$ cat config.mk
export PLATFORM = sky130hd
export DESIGN_NAME = dds_profile_sequencer
export DESIGN_NICKNAME = d
export VERILOG_FILES = /design/src/rtl/dds_profile_sequencer.sv
export SDC_FILE = /design/constraint.sdc
export NUM_CORES = 1
export LEC_CHECK = 0
export CORE_MARGIN = 3
export CORE_UTILIZATION = 51
export DETAILED_ROUTE_END_ITERATION = 16
export GPL_ROUTABILITY_DRIVEN = 0
export HOLD_SLACK_MARGIN = 0.06
export MAX_ROUTING_LAYER = met4
export PLACE_DENSITY = 0.74
export SLEW_MARGIN = 5
export SYNTH_ARGS = -nofsm -noshare
export SYNTH_HDL_FRONTEND = slang
export SYNTH_SLANG_ARGS = --single-unit
$ cat constraint.sdc
create_clock -name clk -period 7.6 [get_ports clk]
set_input_delay 0.76 -clock clk [delete_from_list [all_inputs] [get_ports clk]]
set_output_delay 0.76 -clock clk [all_outputs]
set_load 0.005 [all_outputs]
$ cat src/rtl/dds_profile_sequencer.sv
// dds_profile_sequencer
// Steps the DDS profile pins (PS0..PS2) and ramp direction pin (DRCTL)
// through a small programmable table of {profile, direction, dwell} entries.
// Each entry stays on the pins for max(dwell,1) clock cycles. Whole passes
// over the table can repeat a fixed number of times or until aborted.
// hold_req freezes the current entry and drives DRHOLD.
//
// Ports:
//   clk, rst            clock, asynchronous active-high reset
//   cfg_we/addr/data    table write port, only accepted while idle
//                       data = {ps[2:0], drctl, dwell[DWELL_W-1:0]}
//   cfg_len, loop_cnt   entries per pass and pass count (0 = forever),
//                       latched when a sequence starts
//   start, abort        sequence control; abort wins over everything
//   hold_req            freeze the current entry while running
//   PS0..PS2, DRCTL     profile / ramp direction pins (registered)
//   DRHOLD              ramp hold pin, high only while a hold is active
//   busy, done          sequence running / one-cycle completion pulse
//   cur_idx             index of the entry currently on the pins
module dds_profile_sequencer #(
  parameter int DEPTH   = 8,
  parameter int DWELL_W = 24,
  parameter int AW      = 3
) (
  input  logic               clk,
  input  logic               rst,
  input  logic               cfg_we,
  input  logic [AW-1:0]      cfg_addr,
  input  logic [DWELL_W+3:0] cfg_data,
  input  logic [AW:0]        cfg_len,
  input  logic [7:0]         loop_cnt,
  input  logic               start,
  input  logic               abort,
  input  logic               hold_req,
  output logic               PS0,
  output logic               PS1,
  output logic               PS2,
  output logic               DRCTL,
  output logic               DRHOLD,
  output logic               busy,
  output logic               done,
  output logic [AW-1:0]      cur_idx
);

  typedef enum logic [1:0] {IDLE, RUN, FIN} state_t;

  logic [DWELL_W+3:0] table_q [DEPTH];

  state_t             state_q, state_d;
  logic [2:0]         ps_q, ps_d;
  logic               drctl_q, drctl_d;
  logic               drhold_q, drhold_d;
  logic               busy_q, busy_d;
  logic               done_q, done_d;
  logic [AW-1:0]      idx_q, idx_d;
  logic [AW:0]        len_q, len_d;
  logic [7:0]         passes_q, passes_d;
  logic               forever_q, forever_d;
  logic [DWELL_W-1:0] cnt_q, cnt_d;

  logic               last_entry;
  logic [AW-1:0]      next_idx;
  logic [DWELL_W+3:0] next_entry;
  logic [DWELL_W-1:0] next_dwell;
  logic [AW:0]        len_sat;

  // The table is not reset: it keeps its programming across resets.
  always_ff @(posedge clk) begin
    if (cfg_we && (state_q == IDLE)) begin
      table_q[cfg_addr] <= cfg_data;
    end
  end

  // Entry that would be loaded on the next advance: entry0 when starting or
  // wrapping, otherwise the following entry. A zero dwell loads as 1 so the
  // entry still shows for one cycle.
  always_comb begin
    last_entry = ({1'b0, idx_q} == (len_q - {{AW{1'b0}}, 1'b1}));
    next_idx   = ((state_q == RUN) && !last_entry) ? idx_q + {{(AW-1){1'b0}}, 1'b1}
                                                   : '0;
    next_entry = table_q[next_idx];
    next_dwell = (next_entry[DWELL_W-1:0] == '0) ? DWELL_W'(1)
                                                 : next_entry[DWELL_W-1:0];
    len_sat    = (cfg_len > (AW+1)'(DEPTH)) ? (AW+1)'(DEPTH) : cfg_len;
  end

  // Next-state and registered-output logic. Priority inside RUN is
  // abort, then hold (freezes the dwell count), then dwell expiry.
  always_comb begin
    state_d   = state_q;
    ps_d      = ps_q;
    drctl_d   = drctl_q;
    drhold_d  = 1'b0;
    busy_d    = busy_q;
    done_d    = 1'b0;
    idx_d     = idx_q;
    len_d     = len_q;
    passes_d  = passes_q;
    forever_d = forever_q;
    cnt_d     = cnt_q;

    case (state_q)
      IDLE: begin
        if (!abort && start) begin
          if (cfg_len == '0) begin
            done_d = 1'b1;
          end else begin
            state_d   = RUN;
            len_d     = len_sat;
            passes_d  = loop_cnt;
            forever_d = (loop_cnt == 8'd0);
            idx_d     = '0;
            ps_d      = next_entry[DWELL_W+3:DWELL_W+1];
            drctl_d   = next_entry[DWELL_W];
            cnt_d     = next_dwell;
            busy_d    = 1'b1;
          end
        end
      end

      RUN: begin
        if (abort) begin
          state_d = IDLE;
          ps_d    = '0;
          drctl_d = 1'b0;
          busy_d  = 1'b0;
          idx_d   = '0;
        end else if (hold_req) begin
          drhold_d = 1'b1;
        end else if (cnt_q > DWELL_W'(1)) begin
          cnt_d = cnt_q - DWELL_W'(1);
        end else if (last_entry && !forever_q && (passes_q <= 8'd1)) begin
          state_d = FIN;
          ps_d    = '0;
          drctl_d = 1'b0;
          busy_d  = 1'b0;
          done_d  = 1'b1;
          idx_d   = '0;
        end else begin
          if (last_entry && !forever_q) begin
            passes_d = passes_q - 8'd1;
          end
          idx_d   = next_idx;
          ps_d    = next_entry[DWELL_W+3:DWELL_W+1];
          drctl_d = next_entry[DWELL_W];
          cnt_d   = next_dwell;
        end
      end

      FIN: begin
        state_d = IDLE;
      end

      default: begin
        state_d = IDLE;
      end
    endcase
  end

  always_ff @(posedge clk or posedge rst) begin
    if (rst) begin
      state_q   <= IDLE;
      ps_q      <= '0;
      drctl_q   <= 1'b0;
      drhold_q  <= 1'b0;
      busy_q    <= 1'b0;
      done_q    <= 1'b0;
      idx_q     <= '0;
      len_q     <= '0;
      passes_q  <= '0;
      forever_q <= 1'b0;
      cnt_q     <= '0;
    end else begin
      state_q   <= state_d;
      ps_q      <= ps_d;
      drctl_q   <= drctl_d;
      drhold_q  <= drhold_d;
      busy_q    <= busy_d;
      done_q    <= done_d;
      idx_q     <= idx_d;
      len_q     <= len_d;
      passes_q  <= passes_d;
      forever_q <= forever_d;
      cnt_q     <= cnt_d;
    end
  end

  assign PS0     = ps_q[0];
  assign PS1     = ps_q[1];
  assign PS2     = ps_q[2];
  assign DRCTL   = drctl_q;
  assign DRHOLD  = drhold_q;
  assign busy    = busy_q;
  assign done    = done_q;
  assign cur_idx = idx_q;

endmodule

Word-level counts from Yosys, hierarchy flattened
Memories as Yosys holds them, arrays and structs flattened. Index checks and enable logic that the tools add are counted.

Add/sub/neg operators: 4. Magnitude comparators: 3. Equal/unequal tests: 13. Multiplexer cells: 65. Bitwise operators: 1. Reduce and logical (&&, ||, !) cells: 19.

Operators by type and width (number): two-way mux 24 bit (7); two-way mux 8 bit (7); one-hot mux 24 bit (2 select lines) (1); two-way mux 3 bit (13); > comparator 24 x 1 -> 1 bit, second input constant (1); zero test 24 bit (1); subtractor 24 x 1 -> 24 bit, second input constant (1); two-way mux 1 bit (23); one-hot mux 8 bit (2 select lines) (1); two-way mux 2 bit (6); one-hot mux 3 bit (2 select lines) (2); AND reduction 6 bit (2); != test 2 bit, second input constant (5); AND reduction 5 bit (2); != test 3 bit, second input constant (3); <= comparator 8 x 1 -> 1 bit, second input constant (1); zero test 8 bit (1); AND reduction 8 bit (1); subtractor 8 x 1 -> 8 bit, second input constant (1); one-hot mux 1 bit (2 select lines) (3); logical AND 1 bit (5); == test 3 x 4 -> 1 bit (1); > comparator 4 bit, second input constant (1); zero test 4 bit (1); other kinds (12) (15).

Register bits: 49. RAM bits: 224. Input port bits: 49. Output and inout port bits: 10. Logic and storage cells: 117. Memories: 1.

Memory list: table_q (words 8, bits a word 28, read ports 1, clocked after Yosys merged registers in 0, wr ports 1, RTL line 47) `logic [DWELL_W+3:0] table_q [DEPTH];`.

Depth between registers and ports, before layout
An unclocked memory read counts as a cell.

Word-level depth: 13. Gate-level depth with buffers: 15. Mapped depth without buffers: 11.

Worst setup path after synthesis
Ideal clock, no wire load.

Path type: input-to-reg. From: input cfg_addr[0]. To: memory table_q[0][0] (netlist bit) (enable). Setup time: 448 ps. Data arrival time: 2908 ps. Required time: 7152 ps. Setup slack: 4244 ps. Cell stages on the path: 2. Buffers on the path: 0. Cell sequence: nand3b_1 -> nor3_1.

RTL lines: start, declared (RTL line 28) `input logic [AW-1:0] cfg_addr,`; end, declared (RTL line 47).

Straight into the memory's write port.

Worst setup path in the final report
From: register idx_q[0] (netlist: cur_idx[0]). To: register cnt_q[0].

Word-level cells in the longest chain between the ends: 12. Elaborated cells on any way between the ends: 19. Those cells by class: 1 x add/sub; 2 x eq/ne; 9 x mux; 6 x reduce/logical; 1 x memory.

Ends and longest elaborated chain: start, declared (RTL line 55) `logic [AW-1:0] idx_q, idx_d;`; start signal, assigned (RTL line 180) `idx_q <= idx_d;`; parallel branches: the longest is 12 deep, another holds memory (8 x 28 bit); end signal, assigned (RTL line 184) `cnt_q <= cnt_d;`; end, declared (RTL line 59) `logic [DWELL_W-1:0] cnt_q, cnt_d;`.

Parallel ways; which one is timed is not known. The select of a mux whose other input is x is not followed. A chain may end at the register's enable or synchronous reset.

==> flow_summary.ini <==
[logic_synthesis]
async_flop_share_pct = 17.9
syn-cell-area_mm2 = 0.0120
ys_warn_count = 0
syn_nets = 997
syn_avg_cell_area_um2 = 12.7
synth_cells = 942
synth_edf_count = 224
synth_cell_types = 69
yosysSeqAreaShare_pct = 66.4
synth-seq-cells = 273
synth_flop_cell = edfxtp_1

[clock_network]
clkLatencyLatePin_ps = 560
cts_buffer_depth = 3
cts_setup_buffers = 0
cts-resized-gates = 0
cts_buffers = 29
cts_sinks = 273
clk_pin_slew_worst_paths_ps = 60
cts_root_buffer = clkbuf_16
cts_hold_buf = 0
cts_tree = done
cts_htree_levels = 1

[routing]
dr.pass1.iters = 6
drcViolationCount = 0
drt-total-wl_um = 29400
drt-vias-per-instance = 6.22
vias = 8315
drt_iter0_markers = 912
wl_per_cell_um = 22.0
postRouteAntennaNets = 0

[die]
initial_core_util_pct = 52.4
std_cell_rows = 55
die_width_um = 159
io_pins = 59
die_area_mm2 = 0.0254
die_h_um = 159
coreArea_mm2 = 0.0228

[critical_path]
worstSetupPathType = reg2reg
start_kind = flop
critical_path_arrival_ps = 4670
critPathMaxStageDelay_ps = 710
cp.required_ps = 8100
path_buf_inv = 2
critPathTopFamily = simple AND/OR/NAND/NOR gates
critPathSlowestCell = buf_4
cp_max_fo = 61
critPathCaptureType = flop
crit_chain = buf_4 -> xor2_1 -> nand3_1 -> a22o_1 -> buf_4 -> mux4_1 -> o2bb2ai_1 -> or4_1 -> or4_1 -> o31ai_2 -> a221o_1

[layout]
layout_common_cells = edfxtp_1, nand2_1, o21ai_0
nNetsFinal = 1055
num-fill-cells = 1752
fin_area_mm2 = 0.0140
area_growth_syn_to_layout_pct = 17.1
ff_latch_area_mm2 = 0.00795
final_common_cell = edfxtp_1
diodes = 0
drive_above_1_share_pct = 10.2
multi_input_area_mm2 = 0.00376

[timing]
rsz0062_at_grt = no
fin_crit_sh_pct = 54.9
final_max_slew_viol_count = 0
final-hold-violation-count = 0
setup_tns_ps = 0
timing.slew.headroom_pct = 26.8
clock_skew_ps = 8.40
finalSetupViolCount = 0
fin_crit_ps = 4170
max_slew.worst_pin.slew_ps = 1090
fmaxAchievable_mhz = 240

[power_and_ir_drop]
ir_drop_v = 0.000171
total_power_mw = 4.05
pwr_density_cell_mw_per_mm2 = 289
p_leak_nw = 4.78

[worst_hold_path]
hold_class = reg2reg

[placement]
postPlaceCellArea_mm2 = 0.0129
dpl.hpwl_um = 18300
numPortBuffers = 58

[outcome]
outcome = finished, final reports clean

[grt]
track_usage_pct = 23.8
grt_pass1_vias = 8136
grt_max_degree = 62
grt_first_pass_wirelength_um = 46500
grt_overflow_total = 0
antenna_found_initial = 0

[flow_run]
drv_cap = 0
-- cells by family (layout without fill, tap and decap cells) --
family / after synthesis / in the layout / synth area share [%]
muxes: 55 / 55 / 5.27
xor gates and xnor gates: 8 / 8 / 0.648
and+or+nand+nor: 280 / 280 / 11.3
DFF: 273 / 273 / 66.4
AOI/OAI and AO/OA: 243 / 243 / 13.1
adders and majority gates: 6 / 6 / 0.627
buffers and inverters: 77 / 158 / 2.62
-- layout make-up --
type | count | area share, %
inverters | 24 | 0.642
repair buffers | 80 | 5.32
multi-input cells | 592 | 26.8
clock inverters | 22 | 2.36
flip-flops and latches | 273 | 56.7
clock buffers | 32 | 5.33
well taps | 313 | 2.79
-- flip-flops by register name (all words and copies together) (netlist names) --
name and cells:
done 1, state_q 2, DRHOLD 1, forever_q 1
table_q 224, len_q 4, DRCTL 1, ps_q 3
cnt_q 24, busy 1, passes_q 8, cur_idx 3
-- worst reg2reg max path: cells and delay by family, from the launching register on --
family                    cells  cell delay (ps)
and+or+nand+nor               3             1260
AOI/OAI and AO/OA             4              720
DFF                           1              380
muxes                         1              420
buffers and inverters         2             1130
xor gates and xnor gates      1              200
-- synthesized netlist by cell type, types with 5 or more instances --
cell type	n	area [um2]
edfxtp_1	224	6730
nand2_1	90	338
o21ai_0	64	320
nor2_1	55	206
a21oi_1	51	255
dfrtp_1	49	1230
clkbuf_1	40	150
mux2i_1	39	390
nor3_1	38	190
nand3_1	26	130
inv_1	23	86.3
o22ai_1	16	100
a221oi_1	12	105
nor4_1	12	75.1
a31oi_1	10	62.6
mux2_2	10	113
nand3b_1	10	75.1
o21ai_1	10	50.1
or3_1	10	62.6
o2bb2ai_1	9	78.8
a211oi_1	8	60.1
a22o_1	8	70.1
a22oi_1	8	60.1
buf_2	8	40.0
ha_1	6	75.1
nand2b_1	6	37.5
o211ai_1	6	45.0
or4_1	6	45.0
o31ai_1	5	37.5
-- per-stage QoR --
stage	utilization (%)	instances	hold slack [ps]	setup slack [ps]
floorplan	-	942	461	4240
global placement	56.7	1282	480	3580
detailed placement	56.7	1282	489	3460
CTS	61.4	1336	502	3420
global route	61.4	1336	529	3180
finish	61.4	1336	491	3430
-- layer usage --
layer | wire length (um) | global-route usage, %
met5 | 0 | -
met4 | 1200 | 8.95
met3 | 2760 | 4.58
met2 | 13400 | 35.8
met1 | 12100 | 32.5
-- report_power, final --
part,internal [mW],total [mW],switching (mW)
clock,0.983,1.57,0.591
combinational,0.245,0.643,0.398
sequential,1.73,1.83,0.0979
-- final timing paths --
path | startpoint | to | slack [ps] | depth (start not counted)
max in group asynchronous | rst | cur_idx[0] | 6110 | 2
worst min-delay path | ps_q[2] | ps_q[2] | 490 | 2
worst max register to register | cur_idx[0] | cnt_q[0] | 3430 | 11
min in group asynchronous | rst | cnt_q[3] | 780 | 2
worst max-delay path | cur_idx[0] | cnt_q[0] | 3430 | 11
worst min register to register | ps_q[2] | ps_q[2] | 490 | 2
Note: power is estimated with default switching activity, not from simulation.
